<file path="config.mk">
export PLATFORM = sky130hd
export DESIGN_NAME = num_in_arbiter
export DESIGN_NICKNAME = d
export VERILOG_FILES = /design/src/rtl/num_in_arbiter_pkg.sv /design/src/rtl/num_in_arbiter_rr_pick2.sv /design/src/rtl/num_in_arbiter.sv
export SDC_FILE = /design/constraint.sdc
export NUM_CORES = 1
export LEC_CHECK = 0
export ABC_AREA = 1
export CORE_ASPECT_RATIO = 0.8
export CORE_MARGIN = 2
export CORE_UTILIZATION = 40
export DETAILED_ROUTE_END_ITERATION = 10
export GPL_ROUTABILITY_DRIVEN = 0
export PLACE_DENSITY_LB_ADDON = 0.1
export SETUP_SLACK_MARGIN = 0.4
export SLEW_MARGIN = 25
export SYNTH_ARGS = -nofsm -noshare
export SYNTH_HDL_FRONTEND = slang
export SYNTH_SLANG_ARGS = --single-unit
</file>
<file path="constraint.sdc">
create_clock -name clk -period 2.9 [get_ports clk]
set_input_delay 0.435 -clock clk [delete_from_list [all_inputs] [get_ports clk]]
set_output_delay 0.435 -clock clk [all_outputs]
set_load 0.1 [all_outputs]
</file>
<file path="src/rtl/num_in_arbiter_pkg.sv">
// Shared definitions for the switch-entry arbiter: FSM encoding,
// requester IDs and a small one-hot helper.
package num_in_arbiter_pkg;

  typedef enum logic [2:0] {
    ST_IDLE       = 3'd0,
    ST_ARM        = 3'd1,
    ST_WAIT_PRESS = 3'd2,
    ST_DONE       = 3'd3,
    ST_FAIL       = 3'd4
  } state_t;

  localparam int REQ_CPU = 0;
  localparam int REQ_DBG = 1;

  // Turn a requester ID into its one-hot grant/ack/err bit pattern.
  function automatic logic [1:0] onehot2(input logic id);
    logic [1:0] v;
    v = '0;
    v[id] = 1'b1;
    return v;
  endfunction

endpackage

</file>
<file path="src/rtl/num_in_arbiter_rr_pick2.sv">
// Combinational two-way round-robin picker. With a single request that
// requester wins; with both requesting, the one that was not served last wins.
module rr_pick2 (
  input  logic [1:0] req,
  input  logic       last,
  output logic       winner,
  output logic       valid
);

  // Pick the winner from the request pair and the last-served ID.
  always_comb begin
    winner = 1'b0;
    valid  = |req;
    if (req == 2'b11) begin
      winner = ~last;
    end else begin
      winner = req[1];
    end
  end

endmodule

</file>
<file path="src/rtl/num_in_arbiter.sv">
// Shares the switch bank and debounced confirm key between two requesters.
// A granted requester waits for the user to release and then press the key;
// the switch value is latched on the press and returned with a one-cycle ack.
//
// Handshake: req[i] is a level held by requester i until it sees ack[i] or
// err[i] (one-cycle pulses); it must drop req[i] in that pulse cycle or the
// cycle after. Dropping req[i] early while waiting for the user aborts the
// transaction silently. data_out is valid in the ack cycle and holds until
// the next successful transaction.
module num_in_arbiter
  import num_in_arbiter_pkg::*;
#(
  parameter int DATA_W  = 8,
  parameter int TIMEOUT = 0,
  parameter int CNT_W   = 32
) (
  input  logic              clk,
  input  logic              rst,
  input  logic [1:0]        req,
  input  logic [DATA_W-1:0] num_in,
  input  logic              num_clk,
  output logic [1:0]        grant,
  output logic              block,
  output logic [DATA_W-1:0] data_out,
  output logic [1:0]        ack,
  output logic [1:0]        err
);

  // Last counter value before the transaction times out; unused when TIMEOUT=0.
  localparam logic [CNT_W-1:0] CNT_LAST = CNT_W'(TIMEOUT - 1);
  localparam bit               TMO_EN   = (TIMEOUT != 0);

  state_t           state;
  logic             gid;
  logic             rr_last;
  logic [CNT_W-1:0] cnt;
  logic             pick_winner;
  logic             pick_valid;

  rr_pick2 u_pick (
    .req    (req),
    .last   (rr_last),
    .winner (pick_winner),
    .valid  (pick_valid)
  );

  // The echo digits are lit only while the user is expected to act.
  assign block = (state == ST_ARM) || (state == ST_WAIT_PRESS);

  // Arbitration FSM with timeout counter, value latch and registered pulses.
  always_ff @(posedge clk or posedge rst) begin
    if (rst) begin
      state    <= ST_IDLE;
      gid      <= 1'b0;
      rr_last  <= 1'b1;
      cnt      <= '0;
      grant    <= '0;
      ack      <= '0;
      err      <= '0;
      data_out <= '0;
    end else begin
      ack <= '0;
      err <= '0;
      case (state)
        ST_IDLE: begin
          // num_clk is deliberately ignored here.
          if (pick_valid) begin
            state <= ST_ARM;
            gid   <= pick_winner;
            grant <= onehot2(pick_winner);
          end
        end
        ST_ARM: begin
          // A key still held from the previous entry must be released first.
          if (!req[gid]) begin
            state <= ST_IDLE;
            grant <= '0;
          end else if (!num_clk) begin
            state <= ST_WAIT_PRESS;
            cnt   <= '0;
          end
        end
        ST_WAIT_PRESS: begin
          if (!req[gid]) begin
            state <= ST_IDLE;
            grant <= '0;
          end else if (num_clk) begin
            // Key press wins over a timeout in the same cycle.
            data_out <= num_in;
            ack      <= onehot2(gid);
            rr_last  <= gid;
            state    <= ST_DONE;
          end else if (TMO_EN && (cnt == CNT_LAST)) begin
            err     <= onehot2(gid);
            rr_last <= gid;
            state   <= ST_FAIL;
          end else begin
            cnt <= cnt + CNT_W'(1);
          end
        end
        ST_DONE, ST_FAIL: begin
          state <= ST_IDLE;
          grant <= '0;
        end
        default: begin
          state <= ST_IDLE;
          grant <= '0;
        end
      endcase
    end
  end

endmodule

</file>
* Word-level counts from Yosys, hierarchy flattened
Index checks and enable logic that the tools add are counted.
** Cells by class
- $lt $le $gt $ge :: 4
- Equal/unequal tests :: 7
- Multiplexer cells :: 19
- Bitwise gates (word level) :: 1
- Reduce and logical (&&, ||, !) cells :: 10
** Operators with widths (number)
- 3-bit 2-to-1 mux :: 5
- 2-bit 2-to-1 mux :: 5
- 3-bit case mux with 3 select lines :: 1
- 3-bit inequality test (second input constant) :: 2
- 3-bit AND reduction :: 2
- 1-bit 2-to-1 mux :: 5
- 1-bit by 2-bit < comparator with 1-bit output (second input constant) :: 2
- 2-bit inequality test (second input constant) :: 2
- 2-bit case mux with 2 select lines :: 1
- 2-bit AND reduction :: 2
- 2-bit OR reduction :: 2
- 3-bit by 1-bit equality test with 1-bit output (second input constant) :: 1
- 3-bit by 2-bit equality test with 1-bit output (second input constant) :: 1
- 3-bit zero test :: 1
- 1-bit demux with 1-bit select :: 2
- 2-bit equality test (second input constant) :: 1
- 1-bit >= comparator (second input constant) :: 2
- 1-bit logical AND :: 2
- 1-bit logical OR :: 1
- 1-bit NOT :: 1
** Word-level totals
- Register bits :: 17
- Bits of input ports :: 13
- Output and inout bits :: 15
- Word-level logic and storage cells :: 47

* Longest topological paths before layout
Gate-level depths: netlist (run 1).
- Depth in word-level cells :: 8
- Gate-level depth with buffers :: 8
- Mapped depth without buffers :: 8

* Cells and area by module
A second synthesis (run 1) with hierarchy kept.
** Second synthesis, totals
- Cells, all modules :: 94
- Area total of the unflattened synthesis :: 840.8 µm²
** By module, submodules not included
- num_in_arbiter :: times used 1, cells each 91, area an instance 825.8 µm²
- rr_pick2 :: times used 1, cells each 3, area an instance 15.0 µm²

* Worst setup path after synthesis (run 1)
Ideal clock, no wire load.
- Kind :: flip-flop to flip-flop
- Start :: register state[0]
- End :: register grant[0]
- Setup time :: 0.083 ns
- Data arrival time :: 1.704 ns
- Required time :: 2.817 ns
- Slack :: 1.113 ns
- Cell stages (with the launch flop) :: 7
- Path buffers :: 0
- Period minus slack after synthesis :: 1.787 ns
- Path through :: dfrtp_1 inv_1 ha_1 nand2_1 nand2_1 nand2_1 o21ai_0
** On the way
- Longest elaborated chain between the ends :: 4
- Elaborated cells between the ends (all ways) :: 8
- Those cells by class :: eq/ne: 4; mux: 1; reduce/logical: 3
** Ends and longest elaborated chain
- start: declaration :: line num_in_arbiter.sv:33 : state_t state;
- start signal: assignment :: line num_in_arbiter.sv:53 : state <= ST_IDLE;
- start signal: assignment :: line num_in_arbiter.sv:68 : state <= ST_ARM;
- start signal: assignment :: line num_in_arbiter.sv:76 : state <= ST_IDLE;
- 3-bit by 1-bit equality test with 1-bit output / 3-bit by 2-bit equality test with 1-bit output (equally long branches)
- 2-bit OR reduction (no line)
- 2-bit inequality test (no line)
- 2-bit AND reduction (no line)
- end signal: assignment :: line num_in_arbiter.sv:70 : grant <= onehot2(pick_winner);
- end: declaration :: line num_in_arbiter.sv:22 : output logic [1:0] grant,
Parallel ways exist; a longest one is shown, timed or not.
A chain may end at the register's enable or synchronous reset.

* Worst setup path in the final report (run 1)
- Start :: register state[1]
- End :: output port block
** On the way
- Longest elaborated chain between the ends :: 2
- Elaborated cells between the ends (all ways) :: 3
- Those cells by class :: eq/ne: 2; reduce/logical: 1
** Ends and longest elaborated chain
- 3-bit by 1-bit equality test with 1-bit output / 3-bit by 2-bit equality test with 1-bit output (equally long branches)
- 1-bit logical OR (*) :: line num_in_arbiter.sv:48 : assign block = (state == ST_ARM) || (state == ST_WAIT_PRESS);
- end: declaration :: line num_in_arbiter.sv:23 : output logic block,
Every way passes the cells marked *; elsewhere a longest branch is shown, timed or not.

==> impl_metrics.csv, run 1 <==
group,metric,value,unit
critical_path,r2r_cells,7,
critical_path,r2r_end,"data_out[5]$_DFFE_PP0P_",
drt,postRouteWirelength,1453,um
floorplanning,core,1857,sq um
global_routing,overflow,0,
layout,final_area,1046,sq um
cts,clk_pin_slew,0.09,ns
synthesis,synth_compound_area_frac,0.08738,
synthesis,synth_top_family_by_area,"simple AND/OR/NAND/NOR gates",
placement,dpl.hpwl,1150,um
critical_path,worstPathArrival,1.40,ns
cts,cts_tree,"done",
critical_path,worstSetupPathType,"register to primary output",
cts,clkLatencyLatePin,0.29,ns
critical_path,cp-startpoint,"state[1]$_DFFE_PP0P_",
synthesis,avgSynthCellArea,8.497,sq um
drt,dr.pass1.iters,4,
sta,maxSlewHeadroom,0.5992,
critical_path,worst-r2r-setup-slack,1.48,ns
global_routing,grt_pass1_vias,557,
synthesis,synthCells,91,
synthesis,synth.distinct_cells,18,
critical_path,required,2.47,ns
drt,vias,662,
drt,postRouteAntennaNets,0,
floorplanning,die_h,43.33,um
synthesis,synthMuxAreaShare,0,
sta,finalHoldViolCount,0,
sta,rsz0062_at_grt,"no",
critical_path,path_delay_family,"flip-flops",
sta,fin_skew,0.0008541,ns
cts,postCtsHoldBufs,0,
sta,setup_viol,0,
critical_path,max_stage_delay,0.44,ns
flow_run,drv_cap,0,
sta,holdWs,0.4802,ns
floorplanning,num_rows,14,
cts,cts_root_buf,"clkbuf_4",
hold_path,hold-path-endpoint,"data_out[6]$_DFFE_PP0P_",
critical_path,reg2reg_from,"state[0]$_DFFE_PP0P_",
sta,final_max_slew_viol_count,0,
placement,dpl_cell_area,1010,sq um
layout,fin_util,0.5633,
synthesis,ys_seq_area_frac,0.5194,
critical_path,cp.depth,3,
sta,fmax,0.5464,GHz
global_routing,grt_pass1_wl,2456,um
critical_path,worstPathMaxFanout,5,
critical_path,crit_buf_inv,2,
outcome,status,"complete, no violations",
layout,drive_gt1_frac,0.2017,
drt,via_per_inst,4.629,
sta,fin_crit_sh,0.6311,
critical_path,slowest_stage,"dfrtp_1",
synthesis,synth_xor_xnor_area_share,0,
layout,antenna_cells,0,
hold_path,hold_depth,2,
placement,portBuffers,25,
synthesis,syn_area,773.2,sq um
cts,numClockSinks,16,
cts,post-cts-setup-buffers,0,
critical_path,cp-end-kind,"primary output",
drt,drc,0,
floorplanning,ios,28,
synthesis,synth_warnings,0,
cts,post_cts_resize_count,0,
cts,htreeDepth,1,
layout,layout.nets,138,
layout,syn2layout_area_growth,35.27,%
synthesis,ys_seq_elements,16,
sta,fin_tns_setup,0,ns
synthesis,yosys.area_share.simple,0.2460,
hold_path,hold_class,"register to register",
global_routing,grt.total_usage,0.1540,
cts,cts_made_buffers,3,
global_routing,grt_antenna_before_repair,0,
critical_path,cp-start-kind,"register",
drt,drt-initial-drc-count,8,
hold_path,hp-start,"data_out[6]$_DFFE_PP0P_",
floorplanning,dieArea,2303,sq um
global_routing,grt_max_degree,17,
floorplanning,floorplan.initialDensity,0.4164,
cts,clock_path_buffers,2,
sta,max_slew.worst_pin.slew,0.6005,ns
synthesis,synthAdderAreaFrac,0.08091,
sta,min_period,1.830,ns
drt,wire_per_inst,10.16,um
floorplanning,fp.dieW,53.16,um
critical_path,crit_chain,"inv_1 -> ha_1 -> buf_4",
==> tightest hold or removal path, cell delays in order, from the launching register on <==
cell and delay [ns]:
dfrtp_1 0.35, nand2_1 0.05, nand2_1 0.05
==> per-layer routing <==
metal | part of all wire | up-vias | global-route usage
met5 | 0 | - | 0
met3 | 0.081 | 3 | 0.07394
met4 | 0.0069 | 0 | 0.04615
li1 | - | 334 | -
met2 | 0.39 | 21 | 0.2000
met1 | 0.52 | 304 | 0.2249
==> cell usage in the layout, fill, tap and decap left out, types with 3 or more instances in the layout <==
master           Yosys  final
clkbuf_4             0      3
inv_1                6      6
clkdlybuf4s50_1      0     12
buf_4                2     13
nand2_1             42     42
o21ai_0              5      5
nor2_1               4      4
dfrtp_1             15     15
ha_1                 5      5
==> registers in the layout, indices dropped and copies added, names as in the netlist <==
signal	flops
ack	2
data_out	8
gid	1
grant	2
rr_last	1
state	2
==> area by class of cell <==
cell class / instances / area, sq um
Sequential cell: 16 / 401.6
Timing Repair Buffer: 25 / 217.7
Tap cell: 24 / 30.03
Multi-Input combinational cell: 66 / 327.8
Clock buffer: 4 / 36.28
Fill cell: 190 / 810.8
Inverter: 8 / 32.53
==> metrics by stage <==
stage / setup WS [ns] / std cells
finish: 1.070 / 143
CTS: 1.056 / 143
global route: 0.9763 / 143
detailed placement: 1.198 / 139
floorplan: 1.113 / 92
global placement: 1.203 / 139
==> how the worst max path moves through the flow <==
| stage | to | slack [ns] |
|---|---|---|
| 2_1_floorplan | grant[0]$_DFFE_PP0P_ | 1.11 |
| 3_3_place_gp | data_out[2]$_DFFE_PP0P_ | 1.20 |
| 3_5_place_dp | data_out[7]$_DFFE_PP0P_ | 1.20 |
| 4_1_cts | block | 1.06 |
| 5_1_grt | block | 0.98 |
| 6_report | block | 1.07 |
==> Yosys cell counts, drive strengths merged <==
cell / count / area share
conb: 1 / 0.0048
nor2: 4 / 0.019
o21ai: 7 / 0.050
a21boi: 1 / 0.0097
dfstp: 1 / 0.034
dfrtp: 15 / 0.49
nand2: 44 / 0.22
inv: 8 / 0.042
a21oi: 2 / 0.028
nand3: 1 / 0.0065
ha: 5 / 0.081
buf: 2 / 0.019
==> logic make-up (layout without fill, tap and decap cells) <==
group	count (synthesis)	in the layout
and+or+nand+nor	49	49
other	1	2
buffers and inverters	10	37
DFF	16	16
adders and majority gates	5	5
AOI/OAI and AO/OA	10	10
Power of run 1 is not shown: default switching activity piles up to over one toggle a cycle in this logic, so the estimate is an artifact.
==> run 2, diff against run 1 <==
==> constraint.sdc (replaced) <==
create_clock -name clk -period 1.84 [get_ports clk]
set_input_delay 0.276 -clock clk [delete_from_list [all_inputs] [get_ports clk]]
set_output_delay 0.276 -clock clk [all_outputs]
set_load 0.1 [all_outputs]
==> run 2 against run 1 <==
Global-route usage increased by 0.47 points. Sequential share of layout area decreased by 1.8 points. Via count decreased by 3.3%. Routed wire length increased by 3.0%. Clock skew increased by 0.0011 ns. Register-to-register slack got worse by 0.92 ns. Utilization increased by 2.7 points. Count of clock-buffer cells in the layout unchanged.
==> impl_metrics.csv, run 2 (synthesis results as in run 1) <==
group,metric,value,unit
sta,min_period,1.445,ns
layout,instances_no_fill,146,
drt,via_per_inst,4.384,
layout,mostFrequentLayoutCells,"nand2_1 (42), dfrtp_1 (15), buf_4 (14)",
global_routing,overflow,0,
floorplanning,die_h,43.33,um
sta,fmax,0.6919,GHz
sta,finalHoldViolCount,0,
floorplanning,ios,28,
global_routing,grt_pass1_wl,2649,um
layout,top_register,"data_out",
global_routing,grt.total_usage,0.1587,
sta,setup_viol,0,
sta,fin_crit_sh,0.7855,
floorplanning,core,1857,sq um
cts,cts_made_buffers,3,
cts,clkLatencyLatePin,0.28,ns
critical_path,worstPathMaxFanout,2,
drt,drt-initial-drc-count,10,
placement,portBuffers,25,
floorplanning,num_rows,14,
drt,vias,640,
cts,clk_pin_slew,0.08,ns
layout,syn2layout_area_growth,41.75,%
critical_path,crit_buf_inv,2,
sta,rsz0062_at_grt,"yes",
cts,htreeDepth,1,
outcome,status,"complete, no violations",
cts,clock_path_buffers,2,
floorplanning,dieArea,2303,sq um
critical_path,cp-start-kind,"register",
layout,layout_commonest_cell,"nand2_1",
layout,multiInputGateArea,340.3,sq um
drt,wire_per_inst,10.25,um
critical_path,worstSetupPathType,"register to primary output",
critical_path,slowest_stage,"dfrtp_1",
hold_path,hold_class,"input port to async pin",
placement,dp.cells,139,
global_routing,grt_pass1_vias,603,
drt,postRouteAntennaNets,0,
sta,maxSlewHeadroom,0.5994,
cts,cts_root_buf,"clkbuf_4",
critical_path,required,1.56,ns
cts,numClockSinks,16,
floorplanning,fp.dieW,53.16,um
cts,cts_tree,"done",
floorplanning,floorplan.initialDensity,0.4164,
layout,layout.nets,141,
drt,drc,0,
sta,max_slew.worst_pin.slew,0.6002,ns
critical_path,cp-end-kind,"primary output",
critical_path,path_delay_family,"flip-flops",
sta,fin_skew,0.001914,ns
layout,seq_area,401.6,sq um
layout,largest_reg_flops,8,
critical_path,max_stage_delay,0.38,ns
layout,drive_gt1_frac,0.2377,
flow_run,drv_cap,0,
global_routing,grt_max_degree,17,
drt,dr.pass1.iters,4,
sta,final_max_slew_viol_count,0,
placement,dpl.hpwl,1130,um
layout,antenna_cells,0,
critical_path,worst-r2r-setup-slack,0.56,ns
sta,fin_tns_setup,0,ns
critical_path,crit_chain,"inv_2 -> ha_4 -> buf_12",
critical_path,worstPathArrival,1.17,ns
drt,postRouteWirelength,1497,um
layout,num-fill-cells,178,
global_routing,grt_antenna_before_repair,0,
==> run 2: changes by cell type in the layout (fill, tap and decap cells not counted) <==
| cell | previous run | this run |
|---|---|---|
| inv_2 | 1 | 3 |
| buf_12 | 0 | 2 |
| clkbuf_1 | 0 | 1 |
| clkbuf_8 | 1 | 0 |
| ha_1 | 5 | 4 |
| buf_4 | 13 | 14 |
| inv_1 | 6 | 4 |
| ha_4 | 0 | 1 |
==> run 2: path summary, 6_finish.rpt <==
path                                                end                    start  cells past startpoint
worst max-delay path                              block     state[1]$_DFFE_PP0P_                      3
worst min-delay path            data_out[3]$_DFFE_PP0P_                      rst                      2
worst max register to register  data_out[5]$_DFFE_PP0P_     state[1]$_DFFE_PP0P_                      7
worst min register to register  data_out[1]$_DFFE_PP0P_  data_out[1]$_DFFE_PP0P_                      2
max in group asynchronous       data_out[2]$_DFFE_PP0P_                      rst                      2
min in group clk                data_out[1]$_DFFE_PP0P_  data_out[1]$_DFFE_PP0P_                      2
==> run 2: metal layers <==
layer,vias up,GRT usage,routed length (um)
met5,-,0,0
met4,0,0.03077,0
met3,0,0.06690,111
met2,21,0.2150,626
met1,280,0.2377,759
li1,339,-,-
==> run 2: per-stage QoR <==
step	cell area (sq um)	setup WS [ns]	hold WS, ns	utilization
global route	1096	0.3380	0.4536	0.5903
CTS	1076	0.3725	0.3629	0.5795
floorplan	789.5	0.4986	0.1890	-
detailed placement	1035	0.2857	0.4682	0.5573
finish	1096	0.3947	0.3527	0.5903
global placement	1035	0.3176	0.4597	0.5573
==> run 2: repair_timing <==
| item | in CTS | in global routing |
|---|---|---|
| hold buffers | 0 | 0 |
| gates resized for setup | 2 | 0 |
| setup buffers | 2 | 1 |
| setup endpoints to repair | 10 | 10 |
==> run 2: cell type report <==
type	instances	share of cell area
clock buffers	4	0.02397
flip-flops and latches	16	0.3664
repair buffers	28	0.2420
well taps	24	0.02740
inverters	8	0.02968
multi-input cells	66	0.3105
==> run 2: worst reg2reg max path: stages, from the launching register on <==
cell,delay [ns]
dfrtp_1,0.38
buf_4,0.15
ha_1,0.16
nand2_1,0.10
a21oi_4,0.19
buf_12,0.14
nand2_1,0.05
nand2_1,0.06
Power of run 2 is left out for the same reason.
==> run 3, diff against run 2 <==
==> constraint.sdc (replaced) <==
create_clock -name clk -period 1.5 [get_ports clk]
set_input_delay 0.225 -clock clk [delete_from_list [all_inputs] [get_ports clk]]
set_output_delay 0.225 -clock clk [all_outputs]
set_load 0.1 [all_outputs]
==> run 3 against run 2 <==
Routed wire length is 38% higher. Global-route usage is 2.3 points higher. First-iteration DRC count is 20% lower. Sequential share of layout area is 7.1 points lower. Critical path type unchanged. Highest routed layer is now met4.
==> impl_metrics.csv, run 3 (synthesis results as in run 1) <==
group,metric,value,unit
global_routing,grt_pass1_vias,656,
placement,dpl.hpwl,1296,um
critical_path,worstPathMaxFanout,3,
cts,htreeDepth,1,
critical_path,slowest_stage,"dfrtp_1",
critical_path,r2r_cells,8,
outcome,status,"complete, no violations",
drt,postRouteWirelength,2068,um
global_routing,grt_antenna_before_repair,0,
cts,clock_path_buffers,2,
sta,fmax,0.6935,GHz
critical_path,cp.depth,3,
layout,drive_gt1_frac,0.5039,
critical_path,crit_buf_inv,2,
drt,postRouteAntennaNets,0,
sta,rsz0062_at_grt,"yes",
drt,via_per_inst,4.771,
critical_path,worstPathArrival,1.22,ns
floorplanning,fp.dieW,53.16,um
critical_path,reg2reg_from,"state[0]$_DFFE_PP0P_",
layout,top_register,"data_out",
cts,postCtsHoldBufs,0,
flow_run,drv_cap,0,
sta,fin_crit_sh,0.9613,
floorplanning,num_rows,14,
layout,mostFrequentLayoutCells,"nand2_1 (34), buf_12 (13), dfrtp_2 (12), clkdlybuf4s50_1 (12), buf_4 (9)",
critical_path,crit_chain,"inv_2 -> ha_4 -> buf_12",
sta,fin_tns_setup,0,ns
layout,antenna_cells,0,
hold_path,hold_class,"input port to async pin",
critical_path,r2r_end,"data_out[7]$_DFFE_PP0P_",
drt,drt-initial-drc-count,8,
critical_path,cp-start-kind,"register",
floorplanning,core,1857,sq um
layout,num-fill-cells,136,
drt,vias,730,
layout,layout_commonest_cell,"nand2_1",
placement,portBuffers,25,
drt,drc,0,
global_routing,overflow,0,
sta,setup_viol,0,
critical_path,worstSetupPathType,"register to primary output",
global_routing,grt_pass1_wl,2960,um
cts,cts_tree,"done",
critical_path,max_stage_delay,0.40,ns
layout,seq_area,416.7,sq um
layout,largest_reg_flops,8,
drt,dr.pass1.iters,4,
critical_path,path_delay_family,"flip-flops",
critical_path,worst-r2r-setup-slack,0.12,ns
floorplanning,dieArea,2303,sq um
floorplanning,die_h,43.33,um
cts,cts_made_buffers,3,
sta,min_period,1.442,ns
cts,clkLatencyLatePin,0.29,ns
layout,multiInputGateArea,435.4,sq um
critical_path,crit_path_end,"block",
global_routing,grt_max_degree,11,
floorplanning,ios,28,
sta,finalHoldViolCount,0,
sta,final_max_slew_viol_count,0,
layout,syn2layout_area_growth,82.36,%
critical_path,cp-startpoint,"state[0]$_DFFE_PP0P_",
cts,clk_pin_slew,0.10,ns
layout,layout.nets,148,
critical_path,cp-end-kind,"primary output",
cts,numClockSinks,16,
sta,fin_skew,0.0006617,ns
floorplanning,floorplan.initialDensity,0.4164,
global_routing,grt.total_usage,0.1814,
drt,wire_per_inst,13.52,um
critical_path,required,1.27,ns
cts,cts_root_buf,"clkbuf_4",
run 3: stage by stage:
step                instances  worst slack [ns]  instance area [sq um]    util  hold WS, ns
finish                    153           0.05811                   1410  0.7594       0.1640
global placement          142            0.1216                   1230  0.6624       0.4668
global route              153           0.03343                   1410  0.7594       0.1866
CTS                       151           0.08215                   1328  0.7150       0.1806
floorplan                  92            0.2257                  812.0       -       0.1372
detailed placement        142           0.09514                   1230  0.6624       0.4781
run 3: how the worst min path moves through the flow:
stage                              from                      end  slack, ns  depth (start not counted)
finish                              rst  data_out[1]$_DFFE_PP0P_       0.16                          2
global route                        rst  data_out[1]$_DFFE_PP0P_       0.19                          2
CTS                                 rst  data_out[4]$_DFFE_PP0P_       0.18                          2
detailed placement  rr_last$_DFFE_PP1P_      rr_last$_DFFE_PP1P_       0.48                          2
global placement    rr_last$_DFFE_PP1P_      rr_last$_DFFE_PP1P_       0.47                          2
floorplan                           rst          gid$_DFFE_PP0P_       0.14                          1
run 3: what timing repair did:
| action | CTS | global route |
|---|---|---|
| pin swaps | 1 | 4 |
| buffers inserted | 5 | 2 |
| endpoints found under the setup margin | 26 | 28 |
| gates cloned | 0 | 0 |
| gates resized for setup | 6 | 18 |
run 3: area by class of cell:
type | instances | share of cell area
Clock buffer | 4 | 0.02573
Inverter | 8 | 0.02307
Multi-Input combinational cell | 66 | 0.3088
Sequential cell | 16 | 0.2955
Tap cell | 24 | 0.02130
Timing Repair Buffer | 35 | 0.3256
run 3: routing by layer:
layer	part of all wire	track usage
met1	0.43	0.2399
met2	0.50	0.2900
met3	0.058	0.06690
met4	0.015	0.03077
met5	0	0
Power of run 3 is left out for the same reason.
